--- src/rtl/async_fifo_read_ctrl.sv ---
// Read-domain controller of the AHB2APB bridge asynchronous FIFO.
// Brings the write-domain gray pointer across the clock boundary, keeps the
// read pointer, empty/almost-empty, fill level and the sticky underflow flag,
// and presents data either registered or first-word-fall-through.
module async_fifo_read_ctrl #(
    parameter int D_SIZE      = 16,
    parameter int A_SIZE      = 3,
    parameter int SYNC_STAGES = 2,
    parameter int AE_THRESH   = 1,
    parameter bit FWFT        = 1'b0
) (
    input  logic                             i_r_clk,
    input  logic                             i_r_rst,
    input  logic                             i_r_inc,
    input  logic                             i_clr_err,
    input  logic [A_SIZE:0]                  i_gray_w_ptr,
    input  logic [D_SIZE*(2**A_SIZE)-1:0]    i_mem_data,
    output logic [D_SIZE-1:0]                o_r_data,
    output logic                             o_r_valid,
    output logic                             o_empty,
    output logic                             o_almost_empty,
    output logic [A_SIZE:0]                  o_level,
    output logic                             o_underflow,
    output logic [A_SIZE:0]                  o_gray_r_ptr
);

    localparam logic [A_SIZE:0] AE_LVL = (A_SIZE+1)'(AE_THRESH);

    logic [A_SIZE:0]   wsync_q [SYNC_STAGES];
    logic [A_SIZE:0]   wbin;
    logic [A_SIZE:0]   rbin_q,  rbin_d;
    logic [A_SIZE:0]   rgray_q, rgray_d;
    logic              empty_q, empty_d;
    logic              underflow_q, underflow_d;
    logic              popAccept;
    logic [A_SIZE-1:0] rAddr;
    logic [D_SIZE-1:0] headWord;

    function automatic logic [A_SIZE:0] grayToBin(input logic [A_SIZE:0] g);
        logic [A_SIZE:0] b;
        b[A_SIZE] = g[A_SIZE];
        for (int i = A_SIZE - 1; i >= 0; i--) begin
            b[i] = b[i+1] ^ g[i];
        end
        return b;
    endfunction

    // Write pointer crosses into the read clock through a plain flop chain.
    always_ff @(posedge i_r_clk or posedge i_r_rst) begin
        if (i_r_rst) begin
            for (int i = 0; i < SYNC_STAGES; i++) begin
                wsync_q[i] <= '0;
            end
        end else begin
            wsync_q[0] <= i_gray_w_ptr;
            for (int i = 1; i < SYNC_STAGES; i++) begin
                wsync_q[i] <= wsync_q[i-1];
            end
        end
    end

    assign wbin      = grayToBin(wsync_q[SYNC_STAGES-1]);
    assign popAccept = i_r_inc & ~empty_q;
    assign rAddr     = rbin_q[A_SIZE-1:0];
    assign headWord  = i_mem_data[rAddr*D_SIZE +: D_SIZE];

    // Next pointer, flags and sticky underflow; empty compares against the synchronised write pointer.
    always_comb begin
        rbin_d      = rbin_q;
        rgray_d     = rgray_q;
        underflow_d = underflow_q;
        if (popAccept) begin
            rbin_d  = rbin_q + 1'b1;
            rgray_d = rbin_d ^ (rbin_d >> 1);
        end
        empty_d = ((rbin_d ^ (rbin_d >> 1)) == wsync_q[SYNC_STAGES-1]);
        if (i_r_inc && empty_q) begin
            underflow_d = 1'b1;
        end else if (i_clr_err) begin
            underflow_d = 1'b0;
        end
    end

    // Read-side state register.
    always_ff @(posedge i_r_clk or posedge i_r_rst) begin
        if (i_r_rst) begin
            rbin_q      <= '0;
            rgray_q     <= '0;
            empty_q     <= 1'b1;
            underflow_q <= 1'b0;
        end else begin
            rbin_q      <= rbin_d;
            rgray_q     <= rgray_d;
            empty_q     <= empty_d;
            underflow_q <= underflow_d;
        end
    end

    generate
        if (FWFT) begin : gFwft
            // Head word shown directly; blanked while empty so reset and idle read as zero.
            always_comb begin
                o_r_data  = empty_q ? '0 : headWord;
                o_r_valid = ~empty_q;
            end
        end else begin : gReg
            logic [D_SIZE-1:0] rdata_q;
            logic              rvalid_q;

            // Registered output: capture head word on an accepted pop, valid for one cycle.
            always_ff @(posedge i_r_clk or posedge i_r_rst) begin
                if (i_r_rst) begin
                    rdata_q  <= '0;
                    rvalid_q <= 1'b0;
                end else begin
                    rvalid_q <= popAccept;
                    if (popAccept) begin
                        rdata_q <= headWord;
                    end
                end
            end

            assign o_r_data  = rdata_q;
            assign o_r_valid = rvalid_q;
        end
    endgenerate

    assign o_empty        = empty_q;
    assign o_level        = wbin - rbin_q;
    assign o_almost_empty = (o_level <= AE_LVL);
    assign o_underflow    = underflow_q;
    assign o_gray_r_ptr   = rgray_q;

endmodule
--- config.mk ---
export PLATFORM = sky130hd
export DESIGN_NAME = async_fifo_read_ctrl
export DESIGN_NICKNAME = d
export VERILOG_FILES = /design/src/rtl/async_fifo_read_ctrl.sv
export SDC_FILE = /design/constraint.sdc
export NUM_CORES = 1
export LEC_CHECK = 0
export ABC_AREA = 1
export CAP_MARGIN = 0
export CORE_ASPECT_RATIO = 1.1
export CORE_UTILIZATION = 41
export CTS_BUF_LIST = sky130_fd_sc_hd__clkbuf_8
export CTS_CLUSTER_DIAMETER = 150
export CTS_CLUSTER_SIZE = 14
export DETAILED_ROUTE_END_ITERATION = 8
export PLACE_DENSITY = 0.94
export SYNTH_ARGS = -nofsm -noshare
export SYNTH_HDL_FRONTEND = slang
export SYNTH_SLANG_ARGS = --single-unit
--- constraint.sdc ---
create_clock -name i_r_clk -period 5.2 [get_ports i_r_clk]
set_input_delay 1.04 -clock i_r_clk [delete_from_list [all_inputs] [get_ports i_r_clk]]
set_output_delay 1.04 -clock i_r_clk [all_outputs]
set_load 0.01 [all_outputs]
Yosys cells after proc, flatten, opt, wreduce, memory -nomap -nowiden
Index checks and enable logic that the tools add are counted.

storage, ports and cells
  input port bits = 136
  register bits after elaboration = 35
  logic and storage cells = 25

operators by class
  order comparisons = 1
  add/sub/neg operators = 2
  eq/ne operators = 1
  shift-type cells = 1
  multiplexer cells = 3
  bitwise gates (word level) = 7
  reductions and logical operators = 2

operators by type and width
  cell                                                                    count
  128-bit by 8-bit variable part select with 16-bit output                1
  4-bit by 3-bit bitwise XOR with 4-bit output                            2
  4-bit by 1-bit adder with 4-bit output (second input constant)          1
  4-bit == test                                                           1
  4-bit by 1-bit <= comparator with 1-bit output (second input constant)  1
  4-bit two-way mux                                                       1
  4-bit subtractor                                                        1
  1-bit bitwise XOR                                                       3
  1-bit two-way mux                                                       2
  2-bit nonzero test                                                      1
  1-bit AND                                                               1
  1-bit logical AND                                                       1
  1-bit inverter                                                          1

Longest topological paths before layout
  word-level depth = 5
  depth in mapped cells = 11
  mapped depth without buffers = 11

Worst setup path after synthesis
Ideal clock, no wire load.

  kind = register to output
  from = reg wsync_q (netlist bit wbin[3])
  to = out o_almost_empty
  data required time = 4.160 ns
  arrival = 2.172 ns
  buffers on the path = 0
  cell stages (with the launch flop) = 10
  setup slack = 1.988 ns
  cell sequence = dfrtp_1 xor2_2 xor2_2 xor2_1 inv_1 ha_1 fa_1 xor2_1 inv_1 nor3_1

on the way
  longest elaborated chain between the ends = 5

RTL lines
  item                                                RTL line  text
  from (decl)                                         29        logic [A_SIZE:0] wsync_q [SYNC_STAGES];
  from (signal, indexed assignment)                   57        wsync_q[i] <= wsync_q[i-1];
  1-bit bitwise XOR (*)                               43        b[i] = b[i+1] ^ g[i];
  1-bit bitwise XOR (2 in a row)                      43
  4-bit subtractor (*)                                129       assign o_level = wbin - rbin_q;
  via o_level[2]                                      22        output logic [A_SIZE:0] o_level,
  4-bit by 1-bit <= comparator with 1-bit output (*)  130       assign o_almost_empty = (o_level <= AE_LVL);
  to (decl)                                           21        output logic o_almost_empty,

The timed path passes the listed nets; every way through them passes the cells marked *.

Final worst setup path
  from = reg rbin_q[2]
  to = out o_almost_empty

on the way
  longest elaborated chain between the ends = 2

RTL lines
  item                                            RTL line  text
  from (decl)                                     31        logic [A_SIZE:0] rbin_q, rbin_d;
  from (signal assigned)                          92        rbin_q <= rbin_d;
  4-bit subtractor                                129
  4-bit by 1-bit <= comparator with 1-bit output  130

No other way between the ends.

==> results.md <==
- Status: finished clean
- Post-Syn Area: 2587 um^2
- Pwr dens: around 490 nW/um^2
- Number of global-route vias before repair: around 3300
- DRC Markers: 0
- Cts hold-fix bufs: 0
- Minimum clock period: around 4.2 ns
- Top cell type's share of synthesized area: 32.88%
- Most common cell in the synthesized netlist: nor2_1
- Via Count: ~3300
- Die Span Y: 85.32 um
- Buf+Inv Stages, Crit Path: 2
- First-pass GRT wire length: 14820 um
- Static Leakage: 1.807 nW
- Worst clock skew: 0.004118 ns
- Synth cell types: 31
- Initial antenna violation count: 0
- Sequential area share after synthesis: 33.90%
- DRT iter0 DRCs: 257
- Slew Limit Fails: 0
- Die ar.: 6633 um^2
- Die width: 77.75 um
- HPWL Detailed: 6826 um
- Post-synth EDFFs: 0
- CTS buffer count: 5
- Detail-routed via count per cell: 5.372
- Worst-Margin Slew: 0.9769 ns
- Min-Delay Path Class: flip-flop to flip-flop
- Top cells by area, synth: dfrtp_1, o21ai_0, nor2_1, nand2_1, nand3_1
- Clock sinks: 35
- Worst-path fanout max: 22
- Routed len/inst: 15.27 um
- Setup violators final: 0
- CTS tree: yes
- Worst path max stage delay: 0.77 ns
- IO buf count: ~160
- Crit path max-delay family: buffers and inverters
- GR peak layer: met2
- Worst VDD drop: 0.0004286 V
- Critical path, cell by cell: inv_1 > ha_1 > nand2_1 > o21ai_0 > xor2_1 > nor3_1 > clkdlybuf4s50_1
- Fin worst setup slack: 0.9586 ns
- Post-CTS setup repair buffer count: 0
- Worst-path clk slew: 0.07 ns
- Slew headroom: between 30% and 40%
- CTS root buf: clkbuf_8
- Worst slack at placement: around 1.3 ns
- All-Layer GR Usage: 28.39%
- First drt pass iteration count: 5
- Worst Setup Start Kind: flip-flop
- Crit path kind: flip-flop to primary output
- RSZ-0062 raised after global routing: false
- Antenna viol nets, final: 0
- ANT cells: 0
- Placed Area: 4210 um^2
- Final hold violations: 0
- Met1 usage: around a third
- Clk Latency, worst-skew pair: 0.28 ns
- P&R area growth vs syn: 66.73%
- Synth Flop Type: dfrtp_1
- Slowest CP cell: dfrtp_1
- Clock buffer depth: 2
- Hold_ws: 0.3494 ns
- M3 GR Usage: 5.914%
- Net count, final: 667
- H-tree Lvls: 2
- CP required: about 4.2 ns
- # resized after CTS: 0
- Design Area, Final: approximately 4300 um^2
- Final std cells w/o fill: 607
- Total Neg Setup Slack: 0 ns
- Cells after DPL: between 500 and 600
- Ratio of final minimum period to clock period: 81.57%
- Yosys top cell by area: dfrtp_1
- Syn_nets: roughly 520
- Flops & latches, synth: 35
- GP Congestion: 0.8750
- Max Cap Violations: 0
- Post-synthesis async set-or-reset flop share: between 90% and 100%
- Initial Util: 42.29%
- Crit path DAT: 3.20 ns
- Core area: 6118 um^2
- YS warnings: 0
- Layout cells sized above 1: 3.985%
- Routed WL: 9270 um
- F_max: 235.8 MHz
- Synthesized instance count: 381
- Syn avg cell area: 6.791 um^2
- Row count: 30
- Total congestion overflow: 0
- Commonest cells post-synth: nor2_1, o21ai_0, nand2_1, dfrtp_1, nand3_1
- Endpoint type of the worst setup path: primary output
- Largest net degree at the start of global routing: 70
- Met2 Track Usage GR: between 50% and 60%
- I/O Pins: 164
[per-stage QoR]
step                utilization, %  power (mW)
floorplan                        -       1.339
global placement             68.81       1.833
detailed placement           68.81       1.887
global route                 70.51       2.295
CTS                          70.51       2.114
finish                       70.51       2.117
[cells in the final DEF, fill, tap and decap left out, types with 4 or more instances in the layout]
cell,Yosys,final
buf_4,3,4
clkbuf_8,0,7
clkdlybuf4s50_1,0,163
dfrtp_1,34,33
ha_1,4,4
inv_1,17,17
nand2_1,62,62
nand3_1,25,25
nor2_1,80,80
o211ai_1,8,8
o21ai_0,74,74
o221ai_1,14,14
o22ai_1,11,11
xor2_1,4,4
[logic make-up (layout without fill, tap and decap cells)]
kind of cell / count (synthesis) / in the layout / share of synthesized area [%]
AO/OA/AOI/OAI: 112 / 112 / 25.10
XOR/XNOR: 7 / 7 / 2.950
adder cells (fa/ha/maj): 5 / 5 / 2.708
buffers and inverters: 49 / 195 / 8.317
flip-flops: 35 / 35 / 33.90
AND/OR/NAND/NOR: 173 / 173 / 27.03
[path summary, 6_finish.rpt]
kind / cells past startpoint / slack, ns / start / endpoint
min: 0 / 0.35 / wsync_q[4]$_DFF_PP0_ / wsync_q[0]$_DFF_PP0_
min reg2reg: 0 / 0.35 / wsync_q[4]$_DFF_PP0_ / wsync_q[0]$_DFF_PP0_
max in group asynchronous: 3 / 3.71 / i_r_rst / o_empty$_DFF_PP1_
max reg2reg: 6 / 2.84 / rbin_q[0]$_DFF_PP0_ / o_r_data[10]$_DFFE_PP0P_
max: 7 / 0.96 / rbin_q[2]$_DFF_PP0_ / o_almost_empty
min in group asynchronous: 3 / 1.15 / i_r_rst / wsync_q[5]$_DFF_PP0_
[area by class of cell]
cell class,instances,area (um^2)
inverter,20,75.07
tap,80,100.1
clock inverter,1,7.507
clock buffer,7,96.34
fill,495,1804
sequential,35,878.3
timing repair buffer,167,1662
multi-input combinational,297,1495
[per-layer routing]
layer | part of all wire [%] | vias up
met5 | 0 | -
met4 | 3.0 | 0
met3 | 8.2 | 24
met2 | 51 | 154
met1 | 38 | 1501
li1 | - | 1582
[registers in the layout, indices dropped and copies added (netlist names)]
| register | count |
|---|---|
| wbin | 1 |
| o_empty | 1 |
| wsync_q | 7 |
| o_r_data | 16 |
| o_underflow | 1 |
| o_r_valid | 1 |
| rbin_q | 4 |
| o_gray_r_ptr | 4 |
[power breakdown]
part	internal (mW)	switching, mW	leakage [nW]
clock network	0.120	0.0960	0.0505
logic	0.615	0.815	1.34
registers	0.384	0.0858	0.419
[worst register-to-register path, stage by stage, from the launching register on]
cell and delay [ns]:
dfrtp_2 0.37, buf_4 0.53, inv_2 0.55, o21ai_0 0.42, o221ai_1 0.20, nand3_1 0.13, nand2_1 0.05
No activity file was read; power rests on OpenSTA's default activity.
